<file path="config.mk">
export PLATFORM = sky130hd
export DESIGN_NAME = ctrl_unit
export DESIGN_NICKNAME = d
export VERILOG_FILES = /design/src/rtl/ctrl_pkg.sv /design/src/rtl/ctrl_out_decode.sv /design/src/rtl/ctrl_unit.sv
export SDC_FILE = /design/constraint.sdc
export NUM_CORES = 1
export LEC_CHECK = 0
export BUFFER_PORTS_ARGS = -buffer_cell sky130_fd_sc_hd__buf_2
export CELL_PAD_IN_SITES_DETAIL_PLACEMENT = 1
export CELL_PAD_IN_SITES_GLOBAL_PLACEMENT = 1
export CORE_AREA = 4 4 41 43
export CTS_CLUSTER_SIZE = 12
export DETAILED_ROUTE_END_ITERATION = 10
export DIE_AREA = 0 0 45 47
export HOLD_SLACK_MARGIN = 0.12
export PLACE_DENSITY = 0.71
export RECOVER_POWER = 50
export REMOVE_ABC_BUFFERS = 1
export SLEW_MARGIN = 15
export SYNTH_ARGS = -nofsm -noshare
export SYNTH_HDL_FRONTEND = slang
export SYNTH_HIERARCHICAL = 1
export SYNTH_SLANG_ARGS = --single-unit
</file>
<file path="constraint.sdc">
create_clock -name clk -period 1.4 [get_ports clk]
set_input_delay 0.35 -clock clk [delete_from_list [all_inputs] [get_ports clk]]
set_output_delay 0.35 -clock clk [all_outputs]
set_load 0.02 [all_outputs]
</file>
<file path="src/rtl/ctrl_pkg.sv">
// ctrl_pkg: shared definitions for the accumulator-processor control unit.
//   - state_t     : 4-bit state encoding (START ... HALT)
//   - OP_*        : opcode values found in IR[7:5]
//   - ASEL_*      : accumulator input mux selections
//   - ctrl_out_t  : bundle of every DataPath control strobe
package ctrl_pkg;

    typedef enum logic [3:0] {
        S_START  = 4'b0000,
        S_FETCH  = 4'b0001,
        S_DECODE = 4'b0010,
        S_LOAD   = 4'b1000,
        S_STORE  = 4'b1001,
        S_ADD    = 4'b1010,
        S_SUB    = 4'b1011,
        S_INPUT  = 4'b1100,
        S_JZ     = 4'b1101,
        S_JPOS   = 4'b1110,
        S_HALT   = 4'b1111
    } state_t;

    localparam logic [2:0] OP_LOAD  = 3'b000;
    localparam logic [2:0] OP_STORE = 3'b001;
    localparam logic [2:0] OP_ADD   = 3'b010;
    localparam logic [2:0] OP_SUB   = 3'b011;
    localparam logic [2:0] OP_INPUT = 3'b100;
    localparam logic [2:0] OP_JZ    = 3'b101;
    localparam logic [2:0] OP_JPOS  = 3'b110;
    localparam logic [2:0] OP_HALT  = 3'b111;

    localparam logic [1:0] ASEL_ALU = 2'b00;
    localparam logic [1:0] ASEL_IN  = 2'b01;
    localparam logic [1:0] ASEL_RAM = 2'b10;

    typedef struct packed {
        logic       irload;
        logic       jmpmux;
        logic       pcload;
        logic       meminst;
        logic       memwr;
        logic [1:0] asel;
        logic       aload;
        logic       sub;
        logic       halt;
    } ctrl_out_t;

endpackage

</file>
<file path="src/rtl/ctrl_out_decode.sv">
// ctrl_out_decode: combinational output decode for ctrl_unit.
// Ports:
//   state  in   current FSM state
//   Aeq0   in   accumulator == 0 (drives PCload in JZ)
//   Apos   in   accumulator > 0  (drives PCload in JPOS)
//   Enter  in   operator key strobe (only used with CTRL_INPUT_HANDSHAKE_EN)
//   ctrl   out  all DataPath control strobes
// Optional macro CTRL_INPUT_HANDSHAKE_EN: INPUT loads A only while Enter = 1.
module ctrl_out_decode
    import ctrl_pkg::*;
(
    input  state_t    state,
    input  logic      Aeq0,
    input  logic      Apos,
    input  logic      Enter,
    output ctrl_out_t ctrl
);

`ifndef CTRL_INPUT_HANDSHAKE_EN
    logic unused_enter;
    assign unused_enter = Enter;
`endif

    always_comb begin
        ctrl = '0;
        case (state)
            S_FETCH: begin
                ctrl.irload = 1'b1;
                ctrl.pcload = 1'b1;
            end
            S_DECODE: begin
                ctrl.meminst = 1'b1;
            end
            S_LOAD: begin
                ctrl.meminst = 1'b1;
                ctrl.asel    = ASEL_RAM;
                ctrl.aload   = 1'b1;
            end
            S_STORE: begin
                ctrl.meminst = 1'b1;
                ctrl.memwr   = 1'b1;
            end
            S_ADD: begin
                ctrl.meminst = 1'b1;
                ctrl.asel    = ASEL_ALU;
                ctrl.aload   = 1'b1;
            end
            S_SUB: begin
                ctrl.meminst = 1'b1;
                ctrl.asel    = ASEL_ALU;
                ctrl.aload   = 1'b1;
                ctrl.sub     = 1'b1;
            end
            S_INPUT: begin
                ctrl.asel  = ASEL_IN;
`ifdef CTRL_INPUT_HANDSHAKE_EN
                ctrl.aload = Enter;
`else
                ctrl.aload = 1'b1;
`endif
            end
            S_JZ: begin
                ctrl.jmpmux = 1'b1;
                ctrl.pcload = Aeq0;
            end
            S_JPOS: begin
                ctrl.jmpmux = 1'b1;
                ctrl.pcload = Apos;
            end
            S_HALT: begin
                ctrl.halt = 1'b1;
            end
            default: ;
        endcase
    end

endmodule

</file>
<file path="src/rtl/ctrl_unit.sv">
// ctrl_unit: control FSM for the 8-bit accumulator processor.
// Holds the state register and next-state logic; outputs come from
// ctrl_out_decode and wire one-to-one to the same-named DataPath inputs.
// Ports:
//   clk, clear (sync active-low), Enter, IR75[2:0], Aeq0, Apos   inputs
//   IRload, JMPmux, PCload, Meminst, MemWr, Asel[1:0], Aload, Sub,
//   Halt, state[STATE_W-1:0]                                     outputs
// Optional macro CTRL_INPUT_HANDSHAKE_EN: INPUT waits for Enter.
//
// state  | meaning
// -------+-------------------------------------------------
// START  | idle step between instructions, all strobes off
// FETCH  | IR <- RAM[PC], PC <- PC+1
// DECODE | address RAM from IR[4:0], pick execute state
// LOAD   | A <- RAM[IR[4:0]]
// STORE  | RAM[IR[4:0]] <- A
// ADD    | A <- A + RAM[IR[4:0]]
// SUB    | A <- A - RAM[IR[4:0]]
// INPUT  | A <- external input
// JZ     | PC <- IR[4:0] if A == 0
// JPOS   | PC <- IR[4:0] if A > 0
// HALT   | stopped until clear
module ctrl_unit
    import ctrl_pkg::*;
#(
    parameter int STATE_W = 4
) (
    input  logic               clk,
    input  logic               clear,
    input  logic               Enter,
    input  logic [2:0]         IR75,
    input  logic               Aeq0,
    input  logic               Apos,
    output logic               IRload,
    output logic               JMPmux,
    output logic               PCload,
    output logic               Meminst,
    output logic               MemWr,
    output logic [1:0]         Asel,
    output logic               Aload,
    output logic               Sub,
    output logic               Halt,
    output logic [STATE_W-1:0] state
);

    state_t    state_q;
    state_t    state_d;
    ctrl_out_t ctrl;

    always_ff @(posedge clk) begin
        if (!clear) begin
            state_q <= S_START;
        end else begin
            state_q <= state_d;
        end
    end

    // Unencoded register values fall into the default arm and recover to START.
    always_comb begin
        state_d = S_START;
        case (state_q)
            S_START:  state_d = S_FETCH;
            S_FETCH:  state_d = S_DECODE;
            S_DECODE: begin
                case (IR75)
                    OP_LOAD:  state_d = S_LOAD;
                    OP_STORE: state_d = S_STORE;
                    OP_ADD:   state_d = S_ADD;
                    OP_SUB:   state_d = S_SUB;
                    OP_INPUT: state_d = S_INPUT;
                    OP_JZ:    state_d = S_JZ;
                    OP_JPOS:  state_d = S_JPOS;
                    OP_HALT:  state_d = S_HALT;
                    default:  state_d = S_START;
                endcase
            end
`ifdef CTRL_INPUT_HANDSHAKE_EN
            S_INPUT:  state_d = Enter ? S_START : S_INPUT;
`else
            S_INPUT:  state_d = S_START;
`endif
            S_HALT:   state_d = S_HALT;
            default:  state_d = S_START;
        endcase
    end

    ctrl_out_decode u_out_decode (
        .state (state_q),
        .Aeq0  (Aeq0),
        .Apos  (Apos),
        .Enter (Enter),
        .ctrl  (ctrl)
    );

    assign IRload  = ctrl.irload;
    assign JMPmux  = ctrl.jmpmux;
    assign PCload  = ctrl.pcload;
    assign Meminst = ctrl.meminst;
    assign MemWr   = ctrl.memwr;
    assign Asel    = ctrl.asel;
    assign Aload   = ctrl.aload;
    assign Sub     = ctrl.sub;
    assign Halt    = ctrl.halt;
    assign state   = STATE_W'(state_q);

endmodule
</file>
# After elaboration in Yosys (flattened, before gate mapping)
# Memories as Yosys holds them, arrays and structs flattened.
# Index checks and enable logic that the tools add are counted.
dict set report totals {
  regBits 4
  romBits 24
  in_bits 8
  memories 1
}
# name depth word_bits rd rd_ports_with_merged_regs wr line
set mem_list {}
lappend mem_list {{(no name shown)} 8 3 1 0 0 ctrl_unit.sv:65} ;# case (IR75)
dict set report classes {
  eq_ne 10
  muxes 9
  n_reduce_logical 4
}
# operator n
set op_table {}
lappend op_table {{$eq A4 B4 Y1 const B} 8}
lappend op_table {{$pmux W4 S4} 1}
lappend op_table {{$pmux W3 S3} 1}
lappend op_table {{$mux W1} 6}
lappend op_table {{$reduce_or A5 Y1} 1}
lappend op_table {{$eq A4 B1 Y1 const B} 1}
lappend op_table {{$eq A4 B2 Y1 const B} 1}
lappend op_table {{$logic_not A4 Y1} 1}
lappend op_table {{$reduce_or A2 Y1} 2}
lappend op_table {{$pmux W1 S3} 1}

# Depth between registers and ports, before layout
# Gate-level depths: netlist (run 1).
dict set report depth {
  word_depth 3
  depth_mapped 3
  ltp_nobuf 3
}

# Cells and area by module
# Netlist (run 1), hierarchy kept.
# mod instances cells_each area_each_um2
set by_module_without_submodules {}
lappend by_module_without_submodules {ctrl_unit 1 19 170.2}
lappend by_module_without_submodules {ctrl_out_decode 1 20 113.9}

# Worst setup path before layout (run 1)
# No wires, ideal clock.
dict set report synth_path {
  path_kind {register to output}
  start {register state_q[0], in the netlist state[0]}
  end {output PCload}
  arrival_time_ns 1.328
  required_time_ns 1.050
  setup_slack_ns -0.278
  stages_incl_launch_ff 4
  path_cell_list {dfxtp_1 > nand2b_4 > nor3_2 > o21bai_1}
}
dict set report synth_between {
  elab_chain_cells 2
  word_cells_on_any_way 4
}
# item line
set synth_rtl {}
lappend synth_rtl {{start: declaration} ctrl_unit.sv:46} ;# state_t state_q;
lappend synth_rtl {{start signal: assignment} ctrl_unit.sv:54} ;# state_q <= state_d;
lappend synth_rtl {{$eq A4 B4 Y1 or $eq A4 B1 Y1 (tied branches)} ctrl_out_decode.sv:26} ;# case (state)
lappend synth_rtl {{$pmux W1 S3 (*)} ctrl_out_decode.sv:26}
lappend synth_rtl {{end: declaration} ctrl_unit.sv:36} ;# output logic PCload,
# Every way passes the cells marked *; elsewhere a longest branch is shown, timed or not.

# Final worst setup path (run 1)
dict set report layout_path {
  start {register state_q[1], in the netlist state[1]}
  end {output PCload}
}
# Same word-level chain as after synthesis.

==> results.yml, run 1 <==
grt:
  grt_usage: 0.102
  grt_max_degree: 8
  grt_pass1_vias: 398
  grt_pass1_wl_mm: 1.54
  antenna_found_initial: 0
  grt_overflow: 0
worst_hold_path:
  whs_path_depth: 3
  hold_class: "in2reg"
  min_delay_worst_endpoint: "state[2]"
  min_from: "IR75[2]"
synth:
  yosysWarnings: 6
  syn_area_per_cell_um2: 7.28
  synth-seq-cells: 4
  yosysSeqAreaShare: 0.282
  synthCells: 39
  syn-cell-area_um2: 284
  synth_cell_types: 21
sta:
  rsz0062_at_grt: "yes"
  tightest_slew_ns: 0.249
  final-setup-viol-count: 5
  drv_slew: 0
  skew_ns: 0.00143
  slew_headroom: 0.835
  timing.fmax_ghz: 0.679
  hold_viol: 0
  fin_crit_sh: 1.05
  period_needed_ns: 1.47
  setup_ws_ns: -0.0721
cells_and_area:
  fin_util: 0.383
  layout-drive-gt1-share: 0.552
  final_cell_mix: "buf_2 (13), buf_4 (10), nor2_1 (5)"
  largest_register_ffs: 4
  syn2layout_area_growth_pct: 75.3
  final_nets: 77
  antenna_cells: 0
  layout_commonest_cell: "buf_2"
drt:
  via_per_inst: 4.70
  drcViolationCount: 0
  wl_per_cell_um: 11.2
  drt-total-wl_um: 921
  first_iter_violations: 2
  vias: 385
  drtAntennaViolNets: 0
  dr.pass1.iters: 2
clocking:
  worst_skew_pair.late_latency_ns: 0.23
  cts_buffer_depth: 2
  root_buffer: "clkbuf_4"
  numCtsBuffers: 3
  clock_sinks: 4
  cts.reportedPaths.clkPinSlew_ns: 0.03
  htree_levels: 1
  tritoncts: "done"
critical_path:
  reg2reg_slack_ns: 0.23
  r2r_start: "state[0]"
  r2r-end: "state[1]"
  reg2reg_depth: 4
  worstPathMaxFanout: 5
  worstSetupPathType: "reg2out"
  start_kind: "flip-flop"
  arrival_ns: 1.12
  critPathCaptureType: "output pin"
  worstPathRequired_ns: 1.05
place:
  port_buffers: 20
  hpwl_um: 749
  place_ws_ns: 0.0294
  place.gp.congestion: 0.690
run_status:
  status: "finished, violations left"
  violations: "setup timing"
die:
  rows: 13
  core_um2: 1300
  start_util: 0.218
  die_h_um: 47
  ioPinCount: 22
  die_w_um: 45
  dieArea_um2: 2120
power_and_ir_drop:
  leakage_nw: 0.243
  powerDensity_nw_per_um2: 921
  ir_drop_uv: 362
run:
  max_cap_viol_count: 0
[worst max-delay path by stage]
stage	from	end	slack (ns)	depth (start not counted)
after floorplan	state[0]	PCload	-0.28	3
after global placement	state[0]	PCload	0.07	4
after detailed placement	state[0]	PCload	0.03	4
after CTS	state[1]	PCload	-0.09	4
after global routing	state[1]	PCload	-0.14	4
final	state[1]	PCload	-0.07	4
[where the power goes]
| part | switching, W | internal (W) |
|---|---|---|
| Clock | 0.0000435 | 0.0000956 |
| Combinational | 0.0000935 | 0.0000817 |
| Sequential | 0.0000174 | 0.000127 |
| Total | 0.000154 | 0.000304 |
[metal layers]
| layer | part of all wire | track usage | wire, µm | vias up |
|---|---|---|---|---|
| met5 | 0 | 0 | 0 | - |
| met4 | 0 | 0.0877 | 0 | 0 |
| met3 | 0.075 | 0.0153 | 69 | 0 |
| met2 | 0.54 | 0.181 | 495 | 14 |
| met1 | 0.39 | 0.105 | 356 | 176 |
| li1 | - | - | - | 195 |
[final cells by class]
class,instances,area (µm²)
fillers,178,803
inverters,2,7.51
flip-flops and latches,4,87.6
repair buffers,25,148
clock buffers,3,22.5
multi-input cells,33,214
well taps,15,18.8
[cells in the mapped netlist]
cell type | number | area share
a211o_1 | 1 | 0.031
a2bb2oi_1 | 1 | 0.031
or3_1 | 1 | 0.022
nand2b_1 | 3 | 0.066
nand4_1 | 1 | 0.022
o21bai_1 | 1 | 0.026
a21oi_1 | 3 | 0.053
nand2_1 | 5 | 0.066
dfxtp_1 | 4 | 0.28
nand3b_1 | 1 | 0.026
and3_1 | 1 | 0.022
nand2b_4 | 1 | 0.048
inv_1 | 2 | 0.026
nand3_1 | 1 | 0.018
nor3_2 | 1 | 0.035
a21boi_2 | 1 | 0.040
a21boi_0 | 1 | 0.026
nor2_1 | 5 | 0.066
o21ai_0 | 1 | 0.018
nor3_1 | 3 | 0.053
nor2b_1 | 1 | 0.022
[stage by stage]
step           total power (W)  hold slack, ns  area, µm²  setup TNS (ns)  cells
4_1_cts               0.000472           0.369        498          -0.201     82
5_1_grt               0.000490           0.379        498          -0.704     82
2_1_floorplan         0.000245           0.488        284          -0.774     39
6_report              0.000459           0.377        498          -0.168     82
3_3_place_gp          0.000310           0.609        440               0     79
3_5_place_dp          0.000312           0.604        440               0     79
[kinds of logic after synthesis]
| group | after synthesis | share of synthesized area |
|---|---|---|
| flops | 4 | 0.282 |
| buf+inv | 2 | 0.0264 |
| compound gates | 9 | 0.225 |
| simple gates | 24 | 0.467 |
[critical path, cell delays in order, from the launching register on]
cell       delay, ns
dfxtp_2         0.32
nand2b_4        0.16
a2bb2oi_1       0.13
o21bai_1        0.13
buf_4           0.16
[timing repair]
item | in CTS | in global routing
hold buffers | 0 | 0
buffers inserted | 0 | 0
pin swaps | 1 | 1
endpoints found under the setup margin | 11 | 9
gates cloned | 0 | 0
resized for setup | 13 | 2
Note: power is estimated with default switching activity, not from simulation.
==> inputs of run 2 (changes only) <==
Settings changed: REMOVE_ABC_BUFFERS 1 to default.
==> results.yml, run 2 (same netlist as run 1, synthesis figures left out) <==
power_and_ir_drop:
  design_power_total_w: 0.000491
  ir_drop_uv: 429
  leakage_nw: 0.242
  powerDensity_nw_per_um2: 906
sta:
  drv_slew: 0
  timing.fmax_ghz: 0.679
  rsz0062_at_grt: "yes"
  tightest_slew_ns: 0.231
  hold_viol: 0
  fin_tns_setup_ns: -0.194
  skew_ns: 0.00141
  setup_ws_ns: -0.0736
  period_needed_ns: 1.47
  slew_headroom: 0.845
  fin_crit_sh: 1.05
  final-setup-viol-count: 5
worst_hold_path:
  whs_path_depth: 3
  min_delay_worst_endpoint: "state[2]"
  hold_class: "in2reg"
  min_from: "IR75[2]"
place:
  place_ws_ns: 0.0807
  place_inst: 76
  dpl_cell_area_um2: 447
  port_buffers: 20
  hpwl_um: 753
  place.gp.congestion: 0.636
run_status:
  violations: "setup timing"
  status: "finished, violations left"
critical_path:
  r2r_start: "state[0]"
  worstPathMaxFanout: 5
  arrival_ns: 1.12
  critPathCaptureType: "output pin"
  reg2reg_slack_ns: 0.22
  reg2reg_depth: 4
  worstPathRequired_ns: 1.05
  start_kind: "flip-flop"
  crit_start: "state[1]"
  worstSetupPathType: "reg2out"
  r2r-end: "state[1]"
drt:
  vias: 390
  drcViolationCount: 0
  dr.pass1.iters: 2
  wl_per_cell_um: 12.6
  drt-total-wl_mm: 1.02
  drtAntennaViolNets: 0
  first_iter_violations: 4
  via_per_inst: 4.81
cells_and_area:
  instances_no_fill: 81
  regArea_um2: 92.6
  antenna_cells: 0
  fin_area_um2: 542
  multiInputGateArea_um2: 244
  num-fill-cells: 178
  final_cell_mix: "buf_2 (11), buf_4 (10), nor2_1 (5)"
  layout-drive-gt1-share: 0.636
  largest_register_ffs: 4
  final_nets: 76
  layout_commonest_cell: "buf_2"
  syn2layout_area_growth_pct: 90.7
clocking:
  tritoncts: "done"
  cts.hold.buffers_added: 0
  cts_buffer_depth: 2
  cts.reportedPaths.clkPinSlew_ns: 0.04
  htree_levels: 1
  root_buffer: "clkbuf_4"
  numCtsBuffers: 3
  clock_sinks: 4
  worst_skew_pair.late_latency_ns: 0.23
grt:
  grt_overflow: 0
  grt_max_degree: 12
  grt_usage: 0.108
  grt_pass1_vias: 390
  grt_pass1_wl_mm: 1.66
  antenna_found_initial: 0
die:
  start_util: 0.218
  die_h_um: 47
  core_um2: 1300
  ioPinCount: 22
  die_w_um: 45
  dieArea_um2: 2120
  rows: 13
synth:
  syn-num-nets: 47
run:
  max_cap_viol_count: 0
[run 2: changes by cell type in the layout (fill, tap and decap cells not counted), moves of 2 or more]
cell     delta
buf_2       -2
buf_6       +2
dfxtp_2     -2
dfxtp_4     +2
[run 2: layer usage]
layer / vias up / share of wire / GRT usage
li1: 196 / - / -
met1: 176 / 0.36 / 0.111
met2: 16 / 0.56 / 0.215
met3: 2 / 0.072 / 0.0230
met4: 0 / 0.0078 / 0.0351
met5: - / 0 / 0
[run 2: final cells by class]
cell class,instances,area share
inverters,2,0.0139
multi-input cells,33,0.450
clock buffers,3,0.0416
flip-flops and latches,4,0.171
repair buffers,24,0.289
well taps,15,0.0346
[run 2: what timing repair did]
action	CTS	global route
setup endpoints to repair	10	10
pin swaps	1	1
gates resized for setup	18	1
setup buffers	2	0
[run 2: critical path: stages, from the launching register on]
cell	delay, ns
dfxtp_2	0.32
nand2b_4	0.17
nor3_4	0.13
o21bai_2	0.14
buf_6	0.13
[run 2: power by group]
part / switching (W) / internal (W)
clock network: 0.0000513 / 0.0000962
registers: 0.0000220 / 0.000124
logic: 0.000102 / 0.0000950
[run 2: worst max path at each step]
stage / depth (start not counted) / end / slack [ns]
after floorplan: 3 / PCload / -0.007
after global placement: 3 / PCload / 0.10
after detailed placement: 3 / PCload / 0.08
after CTS: 4 / PCload / -0.09
after global routing: 4 / PCload / -0.15
final: 4 / PCload / -0.07
[run 2: through the flow]
step / hold slack (ns) / utilization
6_report: 0.350 / 0.416
5_1_grt: 0.352 / 0.416
4_1_cts: 0.359 / 0.417
3_5_place_dp: 0.594 / 0.343
3_3_place_gp: 0.578 / 0.343
2_1_floorplan: 0.481 / -
==> inputs of run 3 (changes only) <==
Settings changed: CTS_CLUSTER_DIAMETER from default to 50, SETUP_SLACK_MARGIN from default to 0.05.
==> results.yml, run 3 (same netlist as run 1, synthesis figures left out) <==
grt:
  grt_max_degree: 8
  grt_pass1_vias: 388
  grt_usage: 0.110
  grt_overflow: 0
  antenna_found_initial: 0
  grt_pass1_wl_mm: 1.70
synth:
  syn-num-nets: 47
run:
  max_cap_viol_count: 0
power_and_ir_drop:
  powerDensity_nw_per_um2: 850
  ir_drop_uv: 568
  leakage_nw: 0.273
die:
  die_w_um: 45
  ioPinCount: 22
  dieArea_um2: 2120
  rows: 13
  core_um2: 1300
  die_h_um: 47
  start_util: 0.218
drt:
  vias: 388
  wl_per_cell_um: 13.3
  first_iter_violations: 2
  dr.pass1.iters: 2
  via_per_inst: 4.56
  drt-total-wl_mm: 1.13
  drcViolationCount: 0
  drtAntennaViolNets: 0
sta:
  skew_ns: 0.000383
  rsz0062_at_grt: "yes"
  tightest_slew_ns: 0.246
  fin_crit_sh: 1.07
  hold_viol: 0
  slew_headroom: 0.835
  setup_ws_ns: -0.0973
  period_needed_ns: 1.50
  fin_tns_setup_ns: -0.205
  drv_slew: 0
  timing.fmax_ghz: 0.668
  final-setup-viol-count: 5
critical_path:
  worstPathMaxFanout: 4
  worstPathRequired_ns: 1.05
  cp_cell_sequence: "nand2b_4 > a2bb2oi_2 > o21bai_2 > buf_6"
  arrival_ns: 1.15
  slowest_delay_ns: 0.32
  cp.buffers_inverters: 1
  critPathCaptureType: "output pin"
  slowest_stage: "dfxtp_2"
  start_kind: "flip-flop"
  cp_top_family: "flip-flops"
  worstSetupPathType: "reg2out"
run_status:
  violations: "setup timing"
  status: "finished, violations left"
clocking:
  cts.reportedPaths.clkPinSlew_ns: 0.04
  htree_levels: 1
  root_buffer: "clkbuf_4"
  cts_buffer_depth: 2
  clock_sinks: 4
  numCtsBuffers: 3
  worst_skew_pair.late_latency_ns: 0.22
  tritoncts: "done"
cells_and_area:
  final_cell_mix: "buf_4 (15), buf_2 (9), buf_6 (4)"
  regArea_um2: 90.1
  final_nets: 80
  layout_commonest_cell: "buf_4"
  antenna_cells: 0
  num-fill-cells: 165
  instances_no_fill: 85
  layout-drive-gt1-share: 0.729
  largest_register_ffs: 4
  fin_util: 0.462
  multiInputGateArea_um2: 259
  syn2layout_area_growth_pct: 111
place:
  place_ws_ns: 0.0855
  place_inst: 77
  place.gp.congestion: 0.669
  port_buffers: 20
  hpwl_um: 752
worst_hold_path:
  hold_class: "in2reg"
## run 3: changes by cell type in the layout (fill, tap and decap cells not counted), sizes merged
cell    previous run  this run
buf               23        28
clkbuf             4         3
## run 3: cell type report
type                    count  share of cell area
flip-flops and latches      4               0.150
repair buffers             28               0.337
inverters                   2              0.0125
well taps                  15              0.0313
multi-input cells          33               0.431
clock buffers               3              0.0375
## run 3: worst register-to-register path: stages (launching register included)
cell and delay, ns:
dfxtp_4 0.37, buf_4 0.15, buf_4 0.14, nor3_1 0.24, o21ai_0 0.14, a21boi_0 0.17
## run 3: what timing repair did
item	CTS	global route
hold buffers	0	0
cloned	0	0
resized for setup	18	9
setup endpoints to repair	10	12
pin swaps	1	1
setup buffers	3	2
## run 3: worst paths after layout
kind                            depth (start not counted)        to      from  slack [ns]
worst max-delay path                                    4    PCload  state[1]        -0.1
worst min-delay path                                    3  state[2]   IR75[2]        0.36
worst max register to register                          5  state[0]  state[2]        0.11
worst min register to register                          3  state[3]  state[3]        0.72
## run 3: power by group
part	internal, W	switching [W]
Sequential	0.000125	0.0000207
Clock	0.0000954	0.0000400
Combinational	0.000112	0.000117
## run 3: routing by layer
layer	part of all wire	track usage	routed length (µm)	vias to the layer above
met5	0	0	0	-
li1	-	-	-	198
met1	0.41	0.132	466	177
met3	0.054	0.0230	61	0
met2	0.53	0.212	604	13
met4	0	0	0	0
## run 3: per-stage QoR
| stage | cell area [µm²] | hold slack (ns) | total power [W] |
|---|---|---|---|
| 2_1_floorplan | 315 | 0.481 | 0.000260 |
| 3_3_place_gp | 457 | 0.599 | 0.000319 |
| 3_5_place_dp | 457 | 0.599 | 0.000323 |
| 4_1_cts | 559 | 0.365 | 0.000493 |
| 5_1_grt | 601 | 0.389 | 0.000544 |
| 6_report | 601 | 0.364 | 0.000510 |
